## config.mk

```make
export PLATFORM = sky130hd
export DESIGN_NAME = tpg_bar_tracker
export DESIGN_NICKNAME = d
export VERILOG_FILES = /design/src/rtl/tpg_bar_tracker.sv
export SDC_FILE = /design/constraint.sdc
export NUM_CORES = 1
export LEC_CHECK = 0
export CAP_MARGIN = 10
export CORE_AREA = 2 2 39 41
export DETAILED_ROUTE_END_ITERATION = 8
export DIE_AREA = 0 0 41 43
export GPL_ROUTABILITY_DRIVEN = 1
export PLACE_DENSITY = 0.69
export SYNTH_ARGS = -nofsm -noshare
export SYNTH_HDL_FRONTEND = slang
export SYNTH_SLANG_ARGS = --single-unit
```

## constraint.sdc

```tcl
create_clock -name pclk -period 1.8 [get_ports pclk]
set_input_delay 0.27 -clock pclk [delete_from_list [all_inputs] [get_ports pclk]]
set_output_delay 0.27 -clock pclk [all_outputs]
set_load 0.005 [all_outputs]
```

## src/rtl/tpg_bar_tracker.sv

```systemverilog
// Divider-free bar index tracker. Follows the active pixel stream and keeps
// bar_idx equal to floor(x / BAR_W), clamped to NUM_BARS-1, so any remainder
// pixels at the end of a line join the last bar.
//
// Ports:
//   pclk         pixel clock, rising edge
//   rst          synchronous active-high reset
//   active_video current pixel is visible; tracker holds when low
//   x            pixel column, 0 on the first active pixel of a line
//   bar_idx      registered bar index of the pixel sampled on the last edge
module tpg_bar_tracker #(
    parameter int unsigned BAR_W    = 75,
    parameter int unsigned NUM_BARS = 8,
    parameter int unsigned X_W      = 10
) (
    input  logic           pclk,
    input  logic           rst,
    input  logic           active_video,
    input  logic [X_W-1:0] x,
    output logic [2:0]     bar_idx
);

    localparam int unsigned      POS_W    = (BAR_W > 1) ? $clog2(BAR_W) : 1;
    localparam logic [POS_W-1:0] POS_LAST = POS_W'(BAR_W - 1);
    localparam logic [2:0]       IDX_LAST = 3'(NUM_BARS - 1);

    logic [POS_W-1:0] bar_pos;

    // Position within the current bar; x == 0 restarts regardless of history
    always_ff @(posedge pclk) begin
        if (rst) begin
            bar_pos <= '0;
            bar_idx <= '0;
        end else if (active_video) begin
            if (x == '0) begin
                bar_pos <= '0;
                bar_idx <= '0;
            end else if (bar_pos == POS_LAST) begin
                bar_pos <= '0;
                if (bar_idx != IDX_LAST) begin
                    bar_idx <= bar_idx + 3'd1;
                end
            end else begin
                bar_pos <= bar_pos + POS_W'(1);
            end
        end
    end

endmodule

```

Yosys cells after proc, flatten, opt, wreduce, memory -nomap -nowiden:

Index checks and enable logic that the tools add are counted.

* flip-flop bits (word level): 10
* input port bits: 13
* output and inout bits: 3
* word-level logic and storage cells: 15

* add/subtract/negate cells: 2
* equal/unequal tests: 2
* multiplexer cells: 5
* reductions and logical operators: 4

Operators with widths (count)
* 2-to-1 mux 7 bit: 2
* zero test 10 bit: 1
* 2-to-1 mux 3 bit: 3
* adder 7 x 1 -> 7 bit (second input constant): 1
* equality test 7 bit (second input constant): 1
* nonzero test 2 bit: 2
* adder 3 x 1 -> 3 bit (second input constant): 1
* inequality test 3 bit (second input constant): 1
* AND reduction 3 bit: 1

Logic depth before layout (Yosys ltp):

Gate-level depths: netlist of run 1.

* depth after elaboration: 4
* mapped depth: 5
* gate-level depth less buffers: 5

Worst setup path before layout of run 1:

OpenSTA, ideal clock, no wires.

* path type: reg-to-reg
* from: reg bar_idx[0]
* to: reg bar_idx[0]
* library setup time: 75 ps
* data arrival time: 1333 ps
* required time: 1725 ps
* path slack: 393 ps
* cell stages (with the launch flop): 6
* path buffers: 0
* period minus slack after synthesis: 1407 ps
* cell sequence: dfxtp_1 -> ha_1 -> ha_1 -> nand2b_1 -> or3b_4 -> o22ai_1

* word-level cells in the longest chain between the ends: 4
* elaborated cells on any way between the ends: 7
* classes of those cells: add/sub: 1; eq/ne: 1; mux: 3; reduce/logical: 2

Ends and longest elaborated chain
* start, declared: line 20 `output logic [2:0] bar_idx`
* start signal, assigned: line 41 `bar_idx <= bar_idx + 3'd1;`
* adder 3 x 1 -> 3 bit: line 41
* 2-to-1 mux 3 bit: line 40 `if (bar_idx != IDX_LAST) begin`
* 2-to-1 mux 3 bit: line 38 `end else if (bar_pos == POS_LAST) begin`
* 2-to-1 mux 3 bit: line 35 `if (x == '0) begin`

Several ways; a longest one is shown, not always the timed one. The select of a mux whose other input is x is not followed.
A chain may end at the register's enable or synchronous reset.

Final worst setup path of run 1:

Ends and elaborated chain as after synthesis.

==> run metrics, run 1 <==
Slew Limit Fails 0; design area 736 um2; Yosys top cell area share about two fifths; Post-Syn Instances a little under 60; main flop type after synthesis dfxtp_1; vias per cell about 5; Layout Nets 96; Syn Area/Cell about 9 um2; ant diodes 0; root buffer cell clkbuf_4; xor and xnor area share after synthesis 8.33%; Final Hold Violating Endpoints 0; clk_lat worst skew about 270 ps; Fin Setup TNS 0 ps; startpoint types flip-flop; Detailed Place HPWL 824 um; GRT Total Usage approximately 15%; asr flop ratio synth 0%; initial antenna violation count 0; Yosys cell types 21; PwrDens ~650 nW/um2; Finish-stage setup viols 0; Post-synth EDFFs 0; GRT overflow 0; drt drc 0; 1st-iter DRT viols 1; fin crit share 83.1%; post-cts sizing count 0; main combinational cell family by area after synthesis simple AND/OR/NAND/NOR gates; dpl cell area approximately 700 um2; I/O Pins 16; syn_nets 76; core area about 1400 um2; wire per inst approximately 12 um; Max Freq roughly 670 MHz; max cap viols 0; hold depth 2; H-Tree Depth 1; total power approximately 0.00048 W; CP max FO 4; post-synth top area cell dfxtp_1; Final ANT Viol Nets 0; clock buffer depth 2; post-synthesis cell area roughly 530 um2; clock sink count 10; Detailed Routing Iterations Pass 1 2; routed via count 481; postcts setup bufs 0; HP Class reg2reg; Simple-Gate Fraction of Synth Area between 30% and 40%; Die Span X between 40 and 50 um; largest net degree at the start of global routing 14; Die ar. 1760 um2; Site Rows 14; initial core utilization a little under two fifths; status finished, final reports clean; Pleak approximately 0.27 nW; Worst slew margin a little under three quarters; DP Cell Count 90; vias in the first global route 431; WL final around 1100 um; synth warn 0; Final Worst Setup Slack 305 ps; Setup Skew about 4 ps; area delta synth->final 40.0%; Reg clk slew, reported paths 70 ps; Final Non-Filler Cells between 90 and 100; Num CTS Buffers 3; worst endpoint required time about 2000 ps; post-synthesis mux area share 0%; unrepaired setup endpoints after global routing no; Setup WS pre-CTS 139 ps; Worst Tran Pin Value ~440 ps; GPL Wtd Cong approximately 0.70; port buffer count 15; Critical Path Sink Type flip-flop; flops & latches, synth 10; worst reg2reg path depth 5; Crit Path Class reg2reg; Die Y about 43 um; layout cells sized above 1 between 10 and 15%; first-pass GRT wire length between 1500 and 2000 um; CTS tree done; CP arrival about 1700 ps; minimum clock period 1500 ps; Adder-Cell Fraction of Synth Area 9.52%; Max IR drop VDD between 0.0005 and 0.0006 V; post-synthesis compound-gate area fraction 8.57%; sequential area share after synthesis 38.1%; largest cells by area after synthesis dfxtp_1 (38%), ha_1 (9.5%), xor2_1 (5.0%), nand2b_1 (4.8%), nor3_1 (4.8%); hold-fix buffers at CTS 0
==> cells in the final DEF, fill, tap and decap left out <==
cell and instances:
nor2_1 3, inv_1 4, a21oi_1 3, ha_1 4
clkbuf_4 3, nand3_2 1, clkdlybuf4s50_1 15, o32ai_1 2
nor3_1 5, or3b_4 1, clkbuf_8 1, nor4b_2 1
or2_2 1, buf_4 1, xnor2_1 2, nand4b_1 1
nand3_1 1, o22ai_1 2, nor4_1 2, xor2_1 3
nand2_1 5, nand2b_1 4, dfxtp_1 10, nand4_1 3
==> synthesized netlist by cell type (all sizes together) (2+ instances only) <==
cell and number:
o22ai 2, nor4 2, xor2 3, inv 4
dfxtp 10, xnor2 2, nand3 2, nand4 3
nor3 5, ha 4, a21oi 3, nor2 3
o32ai 2, nand2b 4, nand2 5
==> final cells by class <==
cell class                      instances  area (um2)
Sequential cell                        10         200
Timing Repair Buffer                   16         158
Fill cell                             131         648
Tap cell                               16        20.0
Multi-Input combinational cell         44         307
Clock buffer                            4        36.3
Inverter                                4        15.0
==> final timing paths <==
kind | start | slack, ps | end
max | bar_idx[0] | 300 | bar_idx[0]
min | bar_pos[1] | 510 | bar_pos[1]
max reg2reg | bar_idx[0] | 300 | bar_idx[0]
min reg2reg | bar_pos[1] | 510 | bar_pos[1]
==> report_power, final <==
group / internal, W / switching [W] / leakage (nW) / total, W
clock: 0.000123 / 0.0000827 / 0.0210 / 0.000205
sequential: 0.000225 / 0.00000368 / 0.0809 / 0.000228
combinational: 0.0000307 / 0.0000163 / 0.168 / 0.0000470
==> state kept, by name (all words and copies together), names as in the netlist <==
signal and flops:
bar_pos 7, bar_idx 3
==> per-stage QoR <==
stage,util [%],hold WS [ps]
2_1_floorplan,-,420
3_3_place_gp,50.5,493
3_5_place_dp,50.5,490
4_1_cts,53.2,503
5_1_grt,53.2,530
6_report,53.2,505
==> critical path, cell delays in order, from the launching register on <==
cell	delay, ps
dfxtp_1	340
ha_1	200
ha_1	170
nand2b_1	150
or3b_4	390
o22ai_1	170
==> routing by layer <==
| layer | part of all wire, % | global-route usage (%) | vias to the layer above |
|---|---|---|---|
| met3 | 8.2 | 9.95 | 2 |
| met5 | 0 | 0 | - |
| met2 | 46 | 22.2 | 17 |
| met4 | 0.91 | 2.00 | 0 |
| met1 | 45 | 16.9 | 215 |
| li1 | - | - | 247 |
==> kinds of logic (layout without fill, tap and decap cells) <==
family / count (synthesis) / after routing
AND/OR/NAND/NOR: 28 / 28
AO/OA/AOI/OAI: 7 / 7
adder cells (fa/ha/maj): 4 / 4
buffers and inverters: 5 / 24
XOR/XNOR: 5 / 5
flip-flops: 10 / 10
No activity file was read; power rests on OpenSTA's default activity.
==> run 2, diff against run 1 <==
CORE_AREA = unset   (was 2 2 39 41)
CORE_MARGIN = 2   (was unset)
CORE_UTILIZATION = 39   (was unset)
DIE_AREA = unset   (was 0 0 41 43)
PLACE_DENSITY = 0.71   (was 0.69)
clock period = 1.2 ns   (was 1.8 ns; I/O delays follow)
==> run metrics, run 2 (synthesis results as in run 1) <==
switching part of the total a little over a fifth; Setup Skew just under 3 ps; unrepaired setup endpoints after global routing yes; commonest non-fill, non-tap cell in the layout buf_4; clock sink count 10; Crit Path Class reg2reg; 1st-iter DRT viols 6; Worst Tran Pin Value between 200 and 250 ps; WL final roughly 1300 um; P_int approximately 0.0006 W; vias per cell roughly 5; max FFs per register 7; Regs by FF count bar_pos (7), bar_idx (3); GRT overflow 0; I/O Pins 16; layout cells sized above 1 roughly 45%; core area around 1300 um2; Final Worst Setup Slack -194 ps; CTS tree done; Critical Path Sink Type flip-flop; wire per inst 12.2 um; initial antenna violation count 0; initial core utilization 40.9%; Num CTS Buffers 3; vias in the first global route between 400 and 500; fin crit share 116%; worst hold margin about 420 ps; Die ar. 1660 um2; switching power 0.000161 W; Sequential Power Share between 40 and 50%; startpoint types flip-flop; DP Cell Count 105; Finish-stage setup viols 8; GRT Total Usage 18.0%; routed via count ~560; hold-fix buffers at CTS 0; total power between 0.0007 and 0.0008 W; largest net degree at the start of global routing 8; Detailed Place HPWL 954 um; root buffer cell clkbuf_4; PwrDens 779 nW/um2; ant diodes 0; area delta synth->final 84.0%; Die Span X approximately 41 um; Max Freq 717 MHz; Final Hold Violating Endpoints 0; Max IR drop VDD 0.000560 V; Pleak between 0.4 and 0.5 nW; Worst slew margin a little over four fifths; Final Non-Filler Cells 111; H-Tree Depth 1; first-pass GRT wire length 1890 um; minimum clock period ~1400 ps; clock buffer depth 2; status finished with violations; HP Class in2reg; port buffer count 15; drt drc 0; Reg with most FFs bar_pos; Final ANT Viol Nets 0; Die Y just over 40 um; Reg clk slew, reported paths ~70 ps; CP max FO 3; GPL Wtd Cong ~0.65; Detailed Routing Iterations Pass 1 4; Slew Limit Fails 0; clk_lat worst skew roughly 270 ps; max cap viols 0; most frequent cells in the layout buf_4 (17), clkdlybuf4s50_1 (8); Layout Nets around 110; combinational power share between 10 and 15%; clock group share of total power about two fifths; worst endpoint required time approximately 1400 ps; Site Rows 13; violated checks setup timing; CP arrival ~1600 ps
## run 2: what timing repair did
action                                  4_1_cts  5_1_grt
buffers inserted                              0        2
endpoints found under the setup margin       11       11
pin swaps                                     1        7
resized for setup                             6       17
## run 2: worst max-delay path, cell delays in order, from the launching register on
cell      delay, ps
dfxtp_2         340
ha_4            150
ha_2            160
nand2b_4        140
or3b_4          390
o32ai_1         120
## run 2: per-stage QoR
stage	worst slack [ps]	instance area, um2	setup TNS, ps	util, %
detailed placement	-382	845	-3330	65.7
global placement	-353	845	-3080	65.7
finish	-194	967	-1140	75.3
CTS	-206	891	-1310	69.3
floorplan	-167	539	-584	-
global route	-253	967	-1670	75.3
## run 2: worst paths after layout
path	end	start	slack (ps)	cells after the start
max	bar_idx[1]	bar_idx[1]	-190	5
min	bar_idx[0]	x[4]	420	5
max reg2reg	bar_idx[1]	bar_idx[1]	-190	5
min reg2reg	bar_pos[6]	bar_pos[6]	580	2
## run 2: area by class of cell
| type | instances | area, um2 |
|---|---|---|
| multi-input cells | 44 | 375 |
| fillers | 99 | 318 |
| repair buffers | 34 | 315 |
| flip-flops and latches | 10 | 206 |
| clock buffers | 4 | 36.3 |
| well taps | 15 | 18.8 |
| inverters | 4 | 15.0 |
## run 2: power groups by stage
stage | logic, W | clock network, W | registers [W]
after floorplan | 0.0000253 | 0 | 0.000349
after global placement | 0.000103 | 0 | 0.000347
after detailed placement | 0.000104 | 0 | 0.000347
after CTS | 0.000106 | 0.000309 | 0.000340
after global routing | 0.000120 | 0.000330 | 0.000340
final | 0.000111 | 0.000302 | 0.000340
## run 2: per-layer routing
layer | up-vias | routed length [um] | GRT usage [%]
met5 | - | 0 | 0
li1 | 284 | - | -
met1 | 258 | 567 | 20.4
met4 | 0 | 29 | 10.0
met3 | 5 | 63 | 6.52
met2 | 12 | 689 | 29.0
